### src/rtl/vga_timing_pkg.sv
// Shared VGA 640x480@60 timing constants, decoder FSM states and small helpers
// used by the vga_sync_decoder slice.
package vga_timing_pkg;

    localparam int H_TOTAL_DEF  = 800;
    localparam int H_ACTIVE_DEF = 640;
    localparam int V_TOTAL_DEF  = 525;
    localparam int V_ACTIVE_DEF = 480;
    localparam int H_SYNC       = 96;
    localparam int V_SYNC       = 2;

    localparam logic [15:0] CRC_INIT = 16'hFFFF;
    localparam logic [15:0] CRC_POLY = 16'h1021;

    typedef enum logic [1:0] {
        UNLOCKED = 2'd0,
        SYNCING  = 2'd1,
        LOCKED   = 2'd2
    } sync_state_e;

    // Saturating add of a 0..3 event count onto an 8-bit counter.
    function automatic logic [7:0] sat_add8(input logic [7:0] acc, input logic [1:0] inc);
        logic [8:0] sum;
        sum = {1'b0, acc} + {7'd0, inc};
        return sum[8] ? 8'hFF : sum[7:0];
    endfunction

endpackage

### src/rtl/vga_sync_decoder_if.sv
// VGA stream bundle: sync, blanking strobe and colour, driven by the timing
// generator (master) and observed by the decoder (slave).
interface vga_sync_decoder_if;
    logic       hs;
    logic       vs;
    logic       rdn;
    logic [3:0] r;
    logic [3:0] g;
    logic [3:0] b;

    modport master (output hs, vs, rdn, r, g, b);
    modport slave  (input  hs, vs, rdn, r, g, b);
endinterface

### src/rtl/vga_sync_decoder_crc16.sv
// vga_crc16: one 12-bit MSB-first CRC-16-CCITT step, used only when
// VGA_SYNC_DECODER_CRC_EN is defined.
`ifdef VGA_SYNC_DECODER_CRC_EN
module vga_crc16
    import vga_timing_pkg::*;
(
    input  logic [15:0] crc_i,
    input  logic [11:0] data_i,
    output logic [15:0] crc_o
);
    logic [15:0] c_s;

    // Unrolled bit-serial shift over the twelve data bits.
    always_comb begin
        c_s = crc_i;
        for (int i = 11; i >= 0; i--) begin
            if (c_s[15] ^ data_i[i]) begin
                c_s = {c_s[14:0], 1'b0} ^ CRC_POLY;
            end else begin
                c_s = {c_s[14:0], 1'b0};
            end
        end
        crc_o = c_s;
    end
endmodule
`endif

### src/rtl/vga_sync_decoder.sv
// vga_sync_decoder: recovers pixel coordinates from a VGA stream, checks line/frame
// timing and reports lock. Define VGA_SYNC_DECODER_CRC_EN to build frame_crc.
module vga_sync_decoder
    import vga_timing_pkg::*;
#(
    parameter int H_TOTAL     = H_TOTAL_DEF,
    parameter int H_ACTIVE    = H_ACTIVE_DEF,
    parameter int V_TOTAL     = V_TOTAL_DEF,
    parameter int V_ACTIVE    = V_ACTIVE_DEF,
    parameter int LOCK_FRAMES = 2
) (
    input  logic              vga_clk,
    input  logic              clrn,
    vga_sync_decoder_if.slave vga,
    output logic              pix_valid,
    output logic [8:0]        pix_row,
    output logic [9:0]        pix_col,
    output logic [11:0]       pix_rgb,
    output logic              frame_start,
    output logic              locked,
    output logic              h_err,
    output logic              a_err,
    output logic              v_err,
    output logic [7:0]        err_cnt,
    output logic [15:0]       frame_crc
);
    logic        hs_q, vs_q, rdn_q, hs_p_q, vs_p_q, rdn_p_q;
    logic [11:0] rgb_q;
    logic        hs_fall_s, vs_fall_s, rdn_rise_s, checking_s, err_any_s;
    logic [9:0]  h_cnt_q, h_cnt_d, col_q, col_d, col_base_s;
    logic [9:0]  row_q, row_d, line_cnt_q, line_cnt_d;
    logic [10:0] line_len_s;
    logic [8:0]  pix_row_d;
    logic        h_err_d, a_err_d, v_err_d;
    logic [7:0]  err_cnt_d;
    logic        pix_valid_q, frame_start_q, h_err_q, a_err_q, v_err_q, locked_q;
    logic [8:0]  pix_row_q;
    logic [9:0]  pix_col_q;
    logic [11:0] pix_rgb_q;
    logic [7:0]  err_cnt_q;
    sync_state_e state_q;
    logic [3:0]  clean_q;

    // Stage 1: register pins and keep the previous sample for edge detection.
    always_ff @(posedge vga_clk or negedge clrn) begin
        if (!clrn) begin
            hs_q    <= 1'b1;
            vs_q    <= 1'b1;
            rdn_q   <= 1'b1;
            rgb_q   <= 12'd0;
            hs_p_q  <= 1'b1;
            vs_p_q  <= 1'b1;
            rdn_p_q <= 1'b1;
        end else begin
            hs_q    <= vga.hs;
            vs_q    <= vga.vs;
            rdn_q   <= vga.rdn;
            rgb_q   <= {vga.b, vga.g, vga.r};
            hs_p_q  <= hs_q;
            vs_p_q  <= vs_q;
            rdn_p_q <= rdn_q;
        end
    end

    // Edge detection, counter next-state and timing checks on stage-1 values.
    always_comb begin
        hs_fall_s  = hs_p_q & ~hs_q;
        vs_fall_s  = vs_p_q & ~vs_q;
        rdn_rise_s = ~rdn_p_q & rdn_q;
        checking_s = (state_q != UNLOCKED);

        h_cnt_d = 10'd0;
        if (!hs_fall_s) begin
            h_cnt_d = (h_cnt_q == 10'h3FF) ? h_cnt_q : h_cnt_q + 10'd1;
        end else begin
            h_cnt_d = 10'd0;
        end

        col_base_s = hs_fall_s ? 10'd0 : col_q;
        col_d      = (!rdn_q && col_base_s != 10'h3FF) ? col_base_s + 10'd1 : col_base_s;

        row_d = row_q;
        if (vs_fall_s) begin
            row_d = 10'd0;
        end else if (rdn_rise_s && row_q != 10'h3FF) begin
            row_d = row_q + 10'd1;
        end else begin
            row_d = row_q;
        end
        pix_row_d = vs_fall_s ? 9'd0 : row_q[8:0];

        // A line whose hs falls together with vs still belongs to the closing frame.
        line_len_s = {1'b0, line_cnt_q} + {10'd0, hs_fall_s};
        line_cnt_d = line_cnt_q;
        if (vs_fall_s) begin
            line_cnt_d = 10'd0;
        end else if (hs_fall_s && line_cnt_q != 10'h3FF) begin
            line_cnt_d = line_cnt_q + 10'd1;
        end else begin
            line_cnt_d = line_cnt_q;
        end

        h_err_d = checking_s & hs_fall_s & (({1'b0, h_cnt_q} + 11'd1) != 11'(H_TOTAL));
        a_err_d = checking_s & rdn_rise_s & (col_q != 10'(H_ACTIVE));
        v_err_d = checking_s & vs_fall_s &
                  ((line_len_s != 11'(V_TOTAL)) | (row_q != 10'(V_ACTIVE)));
        err_cnt_d = sat_add8(err_cnt_q, {1'b0, h_err_d} + {1'b0, a_err_d} + {1'b0, v_err_d});
    end

    // Line/frame counters.
    always_ff @(posedge vga_clk or negedge clrn) begin
        if (!clrn) begin
            h_cnt_q    <= 10'd0;
            col_q      <= 10'd0;
            row_q      <= 10'd0;
            line_cnt_q <= 10'd0;
        end else begin
            h_cnt_q    <= h_cnt_d;
            col_q      <= col_d;
            row_q      <= row_d;
            line_cnt_q <= line_cnt_d;
        end
    end

    // Stage 2: registered pixel, pulse and error-count outputs.
    always_ff @(posedge vga_clk or negedge clrn) begin
        if (!clrn) begin
            pix_valid_q   <= 1'b0;
            pix_row_q     <= 9'd0;
            pix_col_q     <= 10'd0;
            pix_rgb_q     <= 12'd0;
            frame_start_q <= 1'b0;
            h_err_q       <= 1'b0;
            a_err_q       <= 1'b0;
            v_err_q       <= 1'b0;
            err_cnt_q     <= 8'd0;
        end else begin
            pix_valid_q   <= ~rdn_q;
            pix_row_q     <= pix_row_d;
            pix_col_q     <= col_base_s;
            pix_rgb_q     <= rgb_q;
            frame_start_q <= vs_fall_s;
            h_err_q       <= h_err_d;
            a_err_q       <= a_err_d;
            v_err_q       <= v_err_d;
            err_cnt_q     <= err_cnt_d;
        end
    end

    assign err_any_s = h_err_q | a_err_q | v_err_q;

    // Lock FSM reacts to the visible pulses, so locked trails an error by one cycle.
    always_ff @(posedge vga_clk or negedge clrn) begin
        if (!clrn) begin
            state_q  <= UNLOCKED;
            clean_q  <= 4'd0;
            locked_q <= 1'b0;
        end else begin
            case (state_q)
                UNLOCKED: begin
                    if (frame_start_q) begin
                        state_q <= SYNCING;
                        clean_q <= 4'd0;
                    end
                end
                SYNCING: begin
                    if (err_any_s) begin
                        clean_q <= 4'd0;
                    end else if (frame_start_q) begin
                        clean_q <= clean_q + 4'd1;
                        if ((clean_q + 4'd1) == 4'(LOCK_FRAMES)) begin
                            state_q  <= LOCKED;
                            locked_q <= 1'b1;
                        end
                    end
                end
                LOCKED: begin
                    if (err_any_s) begin
                        state_q  <= SYNCING;
                        clean_q  <= 4'd0;
                        locked_q <= 1'b0;
                    end
                end
                default: begin
                    state_q  <= UNLOCKED;
                    clean_q  <= 4'd0;
                    locked_q <= 1'b0;
                end
            endcase
        end
    end

`ifdef VGA_SYNC_DECODER_CRC_EN
    logic [15:0] crc_q, crc_next_s, frame_crc_q;

    vga_crc16 u_crc (
        .crc_i  (crc_q),
        .data_i (rgb_q),
        .crc_o  (crc_next_s)
    );

    // Running CRC over active pixels, latched and re-seeded at each frame start.
    always_ff @(posedge vga_clk or negedge clrn) begin
        if (!clrn) begin
            crc_q       <= CRC_INIT;
            frame_crc_q <= 16'd0;
        end else if (vs_fall_s) begin
            crc_q       <= CRC_INIT;
            frame_crc_q <= crc_q;
        end else if (!rdn_q) begin
            crc_q       <= crc_next_s;
        end
    end

    assign frame_crc = frame_crc_q;
`else
    assign frame_crc = 16'd0;
`endif

    assign pix_valid   = pix_valid_q;
    assign pix_row     = pix_row_q;
    assign pix_col     = pix_col_q;
    assign pix_rgb     = pix_rgb_q;
    assign frame_start = frame_start_q;
    assign locked      = locked_q;
    assign h_err       = h_err_q;
    assign a_err       = a_err_q;
    assign v_err       = v_err_q;
    assign err_cnt     = err_cnt_q;
endmodule

### src/flat_wrapper.sv
// flat-port wrapper written by rule: the top's interface ports become plain ports
module vga_sync_decoder_flat import vga_timing_pkg::*;
#(
    parameter int H_TOTAL     = H_TOTAL_DEF,
    parameter int H_ACTIVE    = H_ACTIVE_DEF,
    parameter int V_TOTAL     = V_TOTAL_DEF,
    parameter int V_ACTIVE    = V_ACTIVE_DEF,
    parameter int LOCK_FRAMES = 2
)
  (vga_clk, clrn, pix_valid, pix_row, pix_col, pix_rgb, frame_start, locked, h_err, a_err, v_err, err_cnt, frame_crc, vga_hs, vga_vs, vga_rdn, vga_r, vga_g, vga_b);
  vga_sync_decoder_if vga_i ();
  input  logic vga_clk;
  input  logic clrn;
  output logic pix_valid;
  output logic [8:0] pix_row;
  output logic [9:0] pix_col;
  output logic [11:0] pix_rgb;
  output logic frame_start;
  output logic locked;
  output logic h_err;
  output logic a_err;
  output logic v_err;
  output logic [7:0] err_cnt;
  output logic [15:0] frame_crc;
  input wire logic [$bits(vga_i.hs)-1:0] vga_hs;
  input wire logic [$bits(vga_i.vs)-1:0] vga_vs;
  input wire logic [$bits(vga_i.rdn)-1:0] vga_rdn;
  input wire logic [$bits(vga_i.r)-1:0] vga_r;
  input wire logic [$bits(vga_i.g)-1:0] vga_g;
  input wire logic [$bits(vga_i.b)-1:0] vga_b;
  assign vga_i.hs = vga_hs;
  assign vga_i.vs = vga_vs;
  assign vga_i.rdn = vga_rdn;
  assign vga_i.r = vga_r;
  assign vga_i.g = vga_g;
  assign vga_i.b = vga_b;
  vga_sync_decoder #(.H_TOTAL(H_TOTAL), .H_ACTIVE(H_ACTIVE), .V_TOTAL(V_TOTAL), .V_ACTIVE(V_ACTIVE), .LOCK_FRAMES(LOCK_FRAMES)) u_core (.vga_clk(vga_clk), .clrn(clrn), .vga(vga_i), .pix_valid(pix_valid), .pix_row(pix_row), .pix_col(pix_col), .pix_rgb(pix_rgb), .frame_start(frame_start), .locked(locked), .h_err(h_err), .a_err(a_err), .v_err(v_err), .err_cnt(err_cnt), .frame_crc(frame_crc));
endmodule
### config.mk
export PLATFORM = sky130hd
export DESIGN_NAME = vga_sync_decoder_flat
export DESIGN_NICKNAME = d
export VERILOG_FILES = /design/src/rtl/vga_timing_pkg.sv /design/src/rtl/vga_sync_decoder_if.sv /design/src/rtl/vga_sync_decoder_crc16.sv /design/src/rtl/vga_sync_decoder.sv /design/src/flat_wrapper.sv
export SDC_FILE = /design/constraint.sdc
export NUM_CORES = 1
export LEC_CHECK = 0
export BUFFER_PORTS_ARGS = -buffer_cell sky130_fd_sc_hd__buf_2
export CAP_MARGIN = 5
export CORE_UTILIZATION = 52
export DETAILED_ROUTE_END_ITERATION = 6
export PLACE_DENSITY = 0.74
export SYNTH_ARGS = -nofsm -noshare
export SYNTH_HDL_FRONTEND = slang
export SYNTH_SLANG_ARGS = --single-unit
export TNS_END_PERCENT = 20
### constraint.sdc
create_clock -name vga_clk -period 4.8 [get_ports vga_clk]
set_clock_uncertainty 0.15 [all_clocks]
set_input_delay 0.48 -clock vga_clk [delete_from_list [all_inputs] [get_ports vga_clk]]
set_output_delay 0.48 -clock vga_clk [all_outputs]
set_load 0.01 [all_outputs]
After elaboration in Yosys (flattened, before gate mapping):

Index checks and enable logic that the tools add are counted.

* memory bits (read-only): 0
* memory bits (writable): 0
* bits in latches: 0
* input bits: 17
* register bits: 109
* memories: 0
* output and inout port bits: 61

* add/sub/neg operators: 10
* reductions and logical operators: 11
* div/mod/pow operators: 0
* order comparisons: 0
* shift operators: 0
* eq/ne operators: 18
* multiplexer cells: 26
* multiply operators: 0
* bitwise gates (word level): 17

Operators with widths (count)
* $mux 10: 8
* $add 10x1->10 const B: 4
* $ne 10x10->1 const B: 4
* $ne 11x10->1 const B: 2
* $mux 4: 4
* $pmux 4 s3: 1
* $add 10x1->11: 1
* $add 10x1->11 const B: 1
* $eq 10x10->1 const B: 1
* $mux 2: 5
* $ne 10x9->1 const B: 1
* $ne 2x1->1 const B: 5
* $reduce_and 5->1: 2
* $add 8x2->9: 1
* $and 1x1->1: 9
* $mux 9: 1
* $mux 8: 1
* $pmux 2 s3: 1
* $reduce_bool 2->1: 3
* $not 1->1: 5
* $add 4x1->4 const B: 1
* $eq 4x2->1 const B: 1
* $mux 1: 4
* $logic_and 1x1->1: 3
* other kinds (11): 13

Depth between registers and ports, before layout:

Gate-level depths: netlist of run 1.

* depth after elaboration: 9
* gate-level depth with buffers: 16
* depth with buffers taken out: 15

Worst setup path after synthesis of run 1:

Ideal clock, no wire load.

* path type: register -> register
* start: reg u_core.hs_p_q
* end: reg u_core.err_cnt_q[0], in the netlist u_core.err_cnt[0]
* required time: 4.580 ns
* library setup time: 0.070 ns
* stages on the path, launching flop included: 17
* slack: 0.812 ns
* arrival: 3.768 ns
* cells stage by stage: dfstp_2 -> nand2b_4 -> inv_1 -> buf_1 -> ha_1 -> ha_1 -> nor4_2 -> nand3b_1 -> or4_4 -> o21ai_1 -> fa_1 -> inv_1 -> ha_1 -> fa_1 -> and3_1 -> nand3_1 -> nand2b_1

* longest elaborated chain between the ends: 8

RTL lines
* start, declared: line vga_sync_decoder.sv:27 `logic hs_q, vs_q, rdn_q, hs_p_q, vs_p_q, rdn_p_q;`
* start signal, assigned: line vga_sync_decoder.sv:59 `hs_p_q <= hs_q;`
* $and 1x1->1 *: line vga_sync_decoder.sv:67 `hs_fall_s = hs_p_q & ~hs_q;`
* $add 10x1->11: line vga_sync_decoder.sv:93 `line_len_s = {1'b0, line_cnt_q} + {10'd0, hs_fall_s};`
* $ne 11x10->1: line vga_sync_decoder.sv:106 `((line_len_s != 11'(V_TOTAL)) | (row_q != 10'(V_ACTIVE)));`
* $or 1x1->1: line vga_sync_decoder.sv:106
* $and 1x1->1: line vga_sync_decoder.sv:105 `v_err_d = checking_s & vs_fall_s &`
* $add 2x1->2 *: line vga_sync_decoder.sv:107 `err_cnt_d = sat_add8(err_cnt_q, {1'b0, h_err_d} + {1'b0, a_err_d} + {1'b0, v_err_d});`
* $add 8x2->9 *: line vga_timing_pkg.sv:24 `sum = {1'b0, acc} + {7'd0, inc};`
* $mux 8 *: line vga_timing_pkg.sv:25 `return sum[8] ? 8'hFF : sum[7:0];`
* net u_core.err_cnt_d[0]: line vga_sync_decoder.sv:35 `logic [7:0] err_cnt_d;`
* end signal, assigned: line vga_sync_decoder.sv:146 `err_cnt_q <= err_cnt_d;`
* end, declared: line vga_sync_decoder.sv:40 `logic [7:0] err_cnt_q;`

Mark *: on every way through the listed nets, which the timed path passes. The rest lies on a longest branch.
A chain may end at the register's enable or synchronous reset.

Worst setup path in the final report of run 1:

* start: reg u_core.hs_q
* end: reg u_core.err_cnt_q[0], in the netlist u_core.err_cnt[0]

* longest elaborated chain between the ends: 9

RTL lines
* start, declared: line vga_sync_decoder.sv:27
* start signal, assigned: line vga_sync_decoder.sv:55 `hs_q <= vga.hs;`
* $not 1->1 *: line vga_sync_decoder.sv:67
* $and 1x1->1 *: line vga_sync_decoder.sv:67
* $add 10x1->11: line vga_sync_decoder.sv:93
* $ne 11x10->1: line vga_sync_decoder.sv:106
* $or 1x1->1: line vga_sync_decoder.sv:106
* $and 1x1->1: line vga_sync_decoder.sv:105
* $add 2x1->2 *: line vga_sync_decoder.sv:107
* $add 8x2->9 *: line vga_timing_pkg.sv:24
* $mux 8 *: line vga_timing_pkg.sv:25
* net u_core.err_cnt_d[0]: line vga_sync_decoder.sv:35

Marks and branches as above.

==> results.cfg, run 1 <==
[clock_tree]
clock-sinks = 109
cts_resized = 0
cts_tree = yes
post-cts-setup-buffers = 0
h-tree-depth = 3
root_buffer = clkbuf_8
cts_hold_buf = 0
cts.path.max_buffers = 2
clkTransAtPathRegs_ns = 0.10
cts_buffers = 9
clk_latency_ns = 0.37

[timing]
max_slew_margin_pct = 38.2
min_period_ns = 4.40
max_freq_ghz = 0.227
worst_pin_slew_ns = 0.928
finalSetupViolCount = 0
whs_ns = 0.0508
finalWorstSetupSlack_ns = 0.402
slew_viol_final = 0
rsz0062_at_grt = false
timing.final.crit_share_pct = 91.6
hold_viol = 0
tns_ns = 0

[drt]
firstDrtPassIters = 7
viasPerCell = 5.55
wl_per_cell_um = 14.6
initialDrtViolationCount = 173
antenna_left = 0
drc = 4
totalWireLength_um = 8890
num_vias = 3387

[final_layout]
area_growth_pct = 10.4
drive_gt1_share_pct = 19.3
layout_commonest_cell = dfrtp_1
fin_nets = 527
num-fill-cells = 766
final_cell_area_sq_um = 5350
n_antenna_cell = 0
layout_common_cells = dfrtp_1 (103), buf_2 (60), nand2_1 (31)

[pwr]
powerDensity_nw_per_um2 = 371
total_power_w = 0.00198
ir_drop_mv = 0.298
p_leak_nw = 2.58

[die]
die_area_sq_um = 9700
start_util_pct = 54.7
die_width_um = 98.5
die_y_um = 98.5
io_pins = 78
core-area_sq_um = 8850
num_rows = 34

[synthesis]
synth_ff_type = dfrtp_1
synthCells = 437
synth_edf_count = 0
syn_avg_cell_area_sq_um = 11.1
yosysWarnings = 0
yosys.cell_types.count = 65
synth_area_sq_um = 4840
yosys_register_bits = 109
synthArstFlopShare_pct = 100
ys_seq_area_share_pct = 56.5

[worst_setup_path]
crit_chain = nand2b_4 > inv_1 > ha_1 > ha_1 > nor4_2 > nand3b_1 > or4_4 > o21ai_1 > fa_1 > inv_1 > ha_1 > fa_1 > and3_1 > nand3_1 > nand2b_1
path_max_fanout = 17
startpoint_type = flip-flop
cpPeakStageDelay_ns = 0.56
crit_required_ns = 4.96
crit_slowest_cell = dfstp_2
endpoint_kind = flip-flop
arrival_ns = 4.56
cp_common_cell = ha_1
worstSetupPathType = flip-flop to flip-flop

[status]
status = complete, but fails checks
violations = DRC

[placed_design]
placed_area_sq_um = 5170
port_buffers = 61
pre_cts_slack_ns = 0.377
gp_congestion = 0.849
dp_hpwl_um = 6240

[global_route]
grtUsageTotal_pct = 20.3
antenna_found_initial = 0
overflow = 0
grt_pass1_wl_um = 15600
first_global_vias = 3284
grt_max_degree = 78

[min_path]
hold_class = input port to flip-flop

[flow_run]
cap_violations = 0
==> power by group <==
group / switching [W] / internal (W) / total, W
Combinational: 0.000194 / 0.000155 / 0.000349
Clock: 0.000316 / 0.000194 / 0.000511
Sequential: 0.000105 / 0.00102 / 0.00112
Total: 0.000616 / 0.00137 / 0.00198
==> per-layer routing <==
layer | GRT usage, % | vias to the layer above | routed length (um)
li1 | - | 1615 | -
met1 | 26.8 | 1653 | 4070
met3 | 4.68 | 16 | 385
met5 | 0 | - | 0
met4 | 7.00 | 0 | 149
met2 | 33.4 | 103 | 4280
==> synth_stat cells (all sizes together), types with 2 or more instances <==
cell type / number / share of area (%)
and3: 5 / 0.67
o2111ai: 2 / 0.36
a31oi: 4 / 0.52
nor2b: 11 / 1.4
a41oi: 3 / 0.54
nand4: 11 / 1.6
and4: 2 / 0.39
a21oi: 18 / 1.9
a21boi: 2 / 0.31
nor3: 11 / 1.2
o311ai: 3 / 0.54
inv: 15 / 1.2
ha: 11 / 2.8
xor2: 19 / 3.4
nand2: 31 / 2.4
mux2: 2 / 0.47
o31ai: 6 / 1.0
and2: 19 / 2.5
buf: 21 / 3.2
nand3: 20 / 2.1
and4b: 2 / 0.41
or2: 2 / 0.26
xnor2: 8 / 1.4
a311oi: 2 / 0.36
fa: 2 / 0.83
o41ai: 2 / 0.36
o21ai: 14 / 1.4
dfstp: 6 / 3.3
nor4: 9 / 1.4
or3: 4 / 0.52
dfrtp: 103 / 53
clkbuf: 7 / 0.57
a211oi: 3 / 0.47
mux2i: 4 / 0.83
nand2b: 9 / 1.3
nor2: 28 / 2.2
==> layout make-up <==
cell class	instances	area, sq um	share of cell area [%]
clock buffer	9	124	2.32
clock inverter	7	55.1	1.03
inverter	16	60.1	1.12
multi-input combinational	299	1920	35.9
sequential	109	2740	51.2
tap	108	135	2.53
timing repair buffer	62	315	5.90
==> sequential cells by signal, summed over array words and instances, names as in the netlist, 2 cells and up <==
register and flops:
u_core.pix_rgb 12, u_core.rgb_q 12, u_core.col_q 10, u_core.h_cnt_q 10, u_core.line_cnt_q 10, u_core.pix_col 10
u_core.row_q 10, u_core.pix_row 9, u_core.err_cnt 8, u_core.clean_q 4, u_core.state_q 2
==> through the flow <==
step / util [%] / instances
2_1_floorplan: - / 452
3_3_place_gp: 58.4 / 594
3_5_place_dp: 58.4 / 594
4_1_cts: 60.4 / 610
5_1_grt: 60.4 / 610
6_report: 60.4 / 610
==> critical path: cells and delay by family (launching register included) <==
kind | cells | cell delay [ns]
buffers and inverters | 2 | 0.31
and+or+nand+nor | 7 | 1.68
DFF | 1 | 0.56
adders and majority gates | 5 | 1.46
AOI/OAI and AO/OA | 1 | 0.17
==> path summary, 6_finish.rpt <==
check / from / endpoint / slack [ns] / depth (start not counted)
worst min-delay path: vga_rdn / u_core.rdn_q$_DFF_PN1_ / 0.05 / 1
max in group asynchronous: clrn / u_core.rdn_p_q$_DFF_PN1_ / 3.38 / 2
worst max register to register: u_core.hs_q$_DFF_PN1_ / u_core.err_cnt[0]$_DFF_PN0_ / 0.40 / 15
min in group asynchronous: clrn / u_core.rgb_q[1]$_DFF_PN0_ / 0.09 / 1
worst max-delay path: u_core.hs_q$_DFF_PN1_ / u_core.err_cnt[0]$_DFF_PN0_ / 0.40 / 15
worst min register to register: u_core.rgb_q[0]$_DFF_PN0_ / u_core.pix_rgb[0]$_DFF_PN0_ / 0.20 / 0
==> cell families after synthesis <==
logic type	synth area share, %
flops	56.5
buf+inv	5.01
mux	1.29
fa+ha+maj	3.67
xor+xnor	4.88
compound gates	9.20
other cells	0.0774
simple gates	19.4
No activity file was read; power rests on OpenSTA's default activity.
==> run 2, diff against run 1 <==
--- a/config.mk
+++ b/config.mk
@@ -5,7 +5,7 @@
 export SDC_FILE = /design/constraint.sdc
 export NUM_CORES = 1
 export LEC_CHECK = 0
-export BUFFER_PORTS_ARGS = -buffer_cell sky130_fd_sc_hd__buf_2
+export BUFFER_PORTS_ARGS = -buffer_cell sky130_fd_sc_hd__buf_4
 export CAP_MARGIN = 5
 export CORE_UTILIZATION = 52
 export DETAILED_ROUTE_END_ITERATION = 6
==> results.cfg, run 2 (synthesis gave the netlist of run 1 again) <==
[clock_tree]
clock-sinks = 109
cts_hold_buf = 0
cts.path.max_buffers = 2
clkTransAtPathRegs_ns = 0.10
post-cts-setup-buffers = 0
h-tree-depth = 3
clk_latency_ns = 0.37
root_buffer = clkbuf_8
cts_tree = yes
cts_resized = 0
cts_buffers = 9

[timing]
slew_viol_final = 0
worst_pin_slew_ns = 0.772
hold_viol = 0
max_slew_margin_pct = 48.6
tns_ns = 0
finalWorstSetupSlack_ns = 0.657
timing.final.crit_share_pct = 86.3
min_period_ns = 4.14
max_freq_ghz = 0.241
rsz0062_at_grt = false
finalSetupViolCount = 0

[placed_design]
dp_hpwl_um = 6190
pre_cts_slack_ns = 0.661
port_buffers = 61
placed_area_sq_um = 5320
gp_congestion = 0.874
dp_cells = 595

[worst_setup_path]
path_delay_family = simple AND/OR/NAND/NOR gates
cpPeakStageDelay_ns = 0.56
arrival_ns = 4.30
worst-path-buf-inv = 2
cp_common_cell = ha_1
crit_chain = nand2b_4 > inv_1 > ha_1 > ha_1 > nor4_2 > nand3b_1 > or4_4 > o21ai_1 > fa_1 > inv_1 > ha_1 > fa_1 > and3_1 > nand3_1 > nand2b_1
worstRegToRegCells = 15
startpoint_type = flip-flop
crit_required_ns = 4.96
worstSetupPathType = flip-flop to flip-flop
path_max_fanout = 17
cp.depth = 15
crit_slowest_cell = dfstp_2
endpoint_kind = flip-flop

[drt]
antenna_left = 0
totalWireLength_um = 8790
viasPerCell = 5.59
drc = 0
initialDrtViolationCount = 173
num_vias = 3414
wl_per_cell_um = 14.4
firstDrtPassIters = 6

[final_layout]
final_cell_area_sq_um = 5530
stdcell_count = 611
n_antenna_cell = 0
num-fill-cells = 710
fin_nets = 528
layout_commonest_cell = dfrtp_1
layout_common_cells = dfrtp_1 (103), buf_4 (63), nand2_1 (31)
area_growth_pct = 14.2
drive_gt1_share_pct = 19.5

[die]
num_rows = 34
die_width_um = 98.5
start_util_pct = 54.7
die_area_sq_um = 9700
io_pins = 78
die_y_um = 98.5
core-area_sq_um = 8850

[global_route]
grt_pass1_wl_um = 15200
grtUsageTotal_pct = 19.9
antenna_found_initial = 0
first_global_vias = 3216
overflow = 0
grt_max_degree = 66

[pwr]
comb_power_share_pct = 18.2
p_int_w = 0.00145
switching_power_w = 0.000622
total_power_w = 0.00208
switching_share_pct = 30.0
seq_power_share_pct = 54.4
ir_drop_mv = 0.319
powerDensity_nw_per_um2 = 375
p_leak_nw = 2.63
pwr-share-clk_pct = 27.4

[min_path]
hold_class = input port to async pin

[status]
status = complete, no violations

[flow_run]
cap_violations = 0
[run 2: cell type report]
class / count / area (sq um) / area share, %
Multi-Input combinational cell: 299 / 1920 / 34.7
Inverter: 16 / 60.1 / 1.09
Clock inverter: 7 / 83.8 / 1.52
Tap cell: 108 / 135 / 2.44
Timing Repair Buffer: 63 / 473 / 8.55
Sequential cell: 109 / 2740 / 49.4
Clock buffer: 9 / 124 / 2.24
[run 2: path summary, 6_finish.rpt]
path,start,to,slack [ns]
setup / recovery,u_core.hs_q$_DFF_PN1_,u_core.err_cnt[1]$_DFF_PN0_,0.66
hold / removal,clrn,u_core.rgb_q[7]$_DFF_PN0_,0.03
setup reg to reg,u_core.hs_q$_DFF_PN1_,u_core.err_cnt[1]$_DFF_PN0_,0.66
hold reg to reg,u_core.rgb_q[11]$_DFF_PN0_,u_core.pix_rgb[11]$_DFF_PN0_,0.21
max in group asynchronous,clrn,u_core.vs_q$_DFF_PN1_,3.39
min in group vga_clk,vga_rdn,u_core.rdn_q$_DFF_PN1_,0.06
[run 2: power groups by stage]
stage	Sequential (W)	Clock [W]	Combinational, W
after CTS	0.00113	0.000589	0.000383
after detailed placement	0.00114	0	0.000384
final	0.00113	0.000570	0.000377
after global routing	0.00114	0.000626	0.000422
after global placement	0.00114	0	0.000367
after floorplan	0.00113	0	0.000227
[run 2: layer usage]
layer	vias to the layer above	wire length [um]	track usage, %
li1	1631	-	-
met3	10	384	5.04
met1	1669	3980	26.3
met4	0	101	6.31
met5	-	0	0
met2	104	4320	32.3
[run 2: per-stage QoR]
stage / hold slack, ns / utilization [%]
floorplan: 0.0344 / -
global placement: 0.181 / 60.2
detailed placement: 0.185 / 60.2
CTS: 0.0351 / 62.5
global route: 0.0236 / 62.5
finish: 0.0277 / 62.5
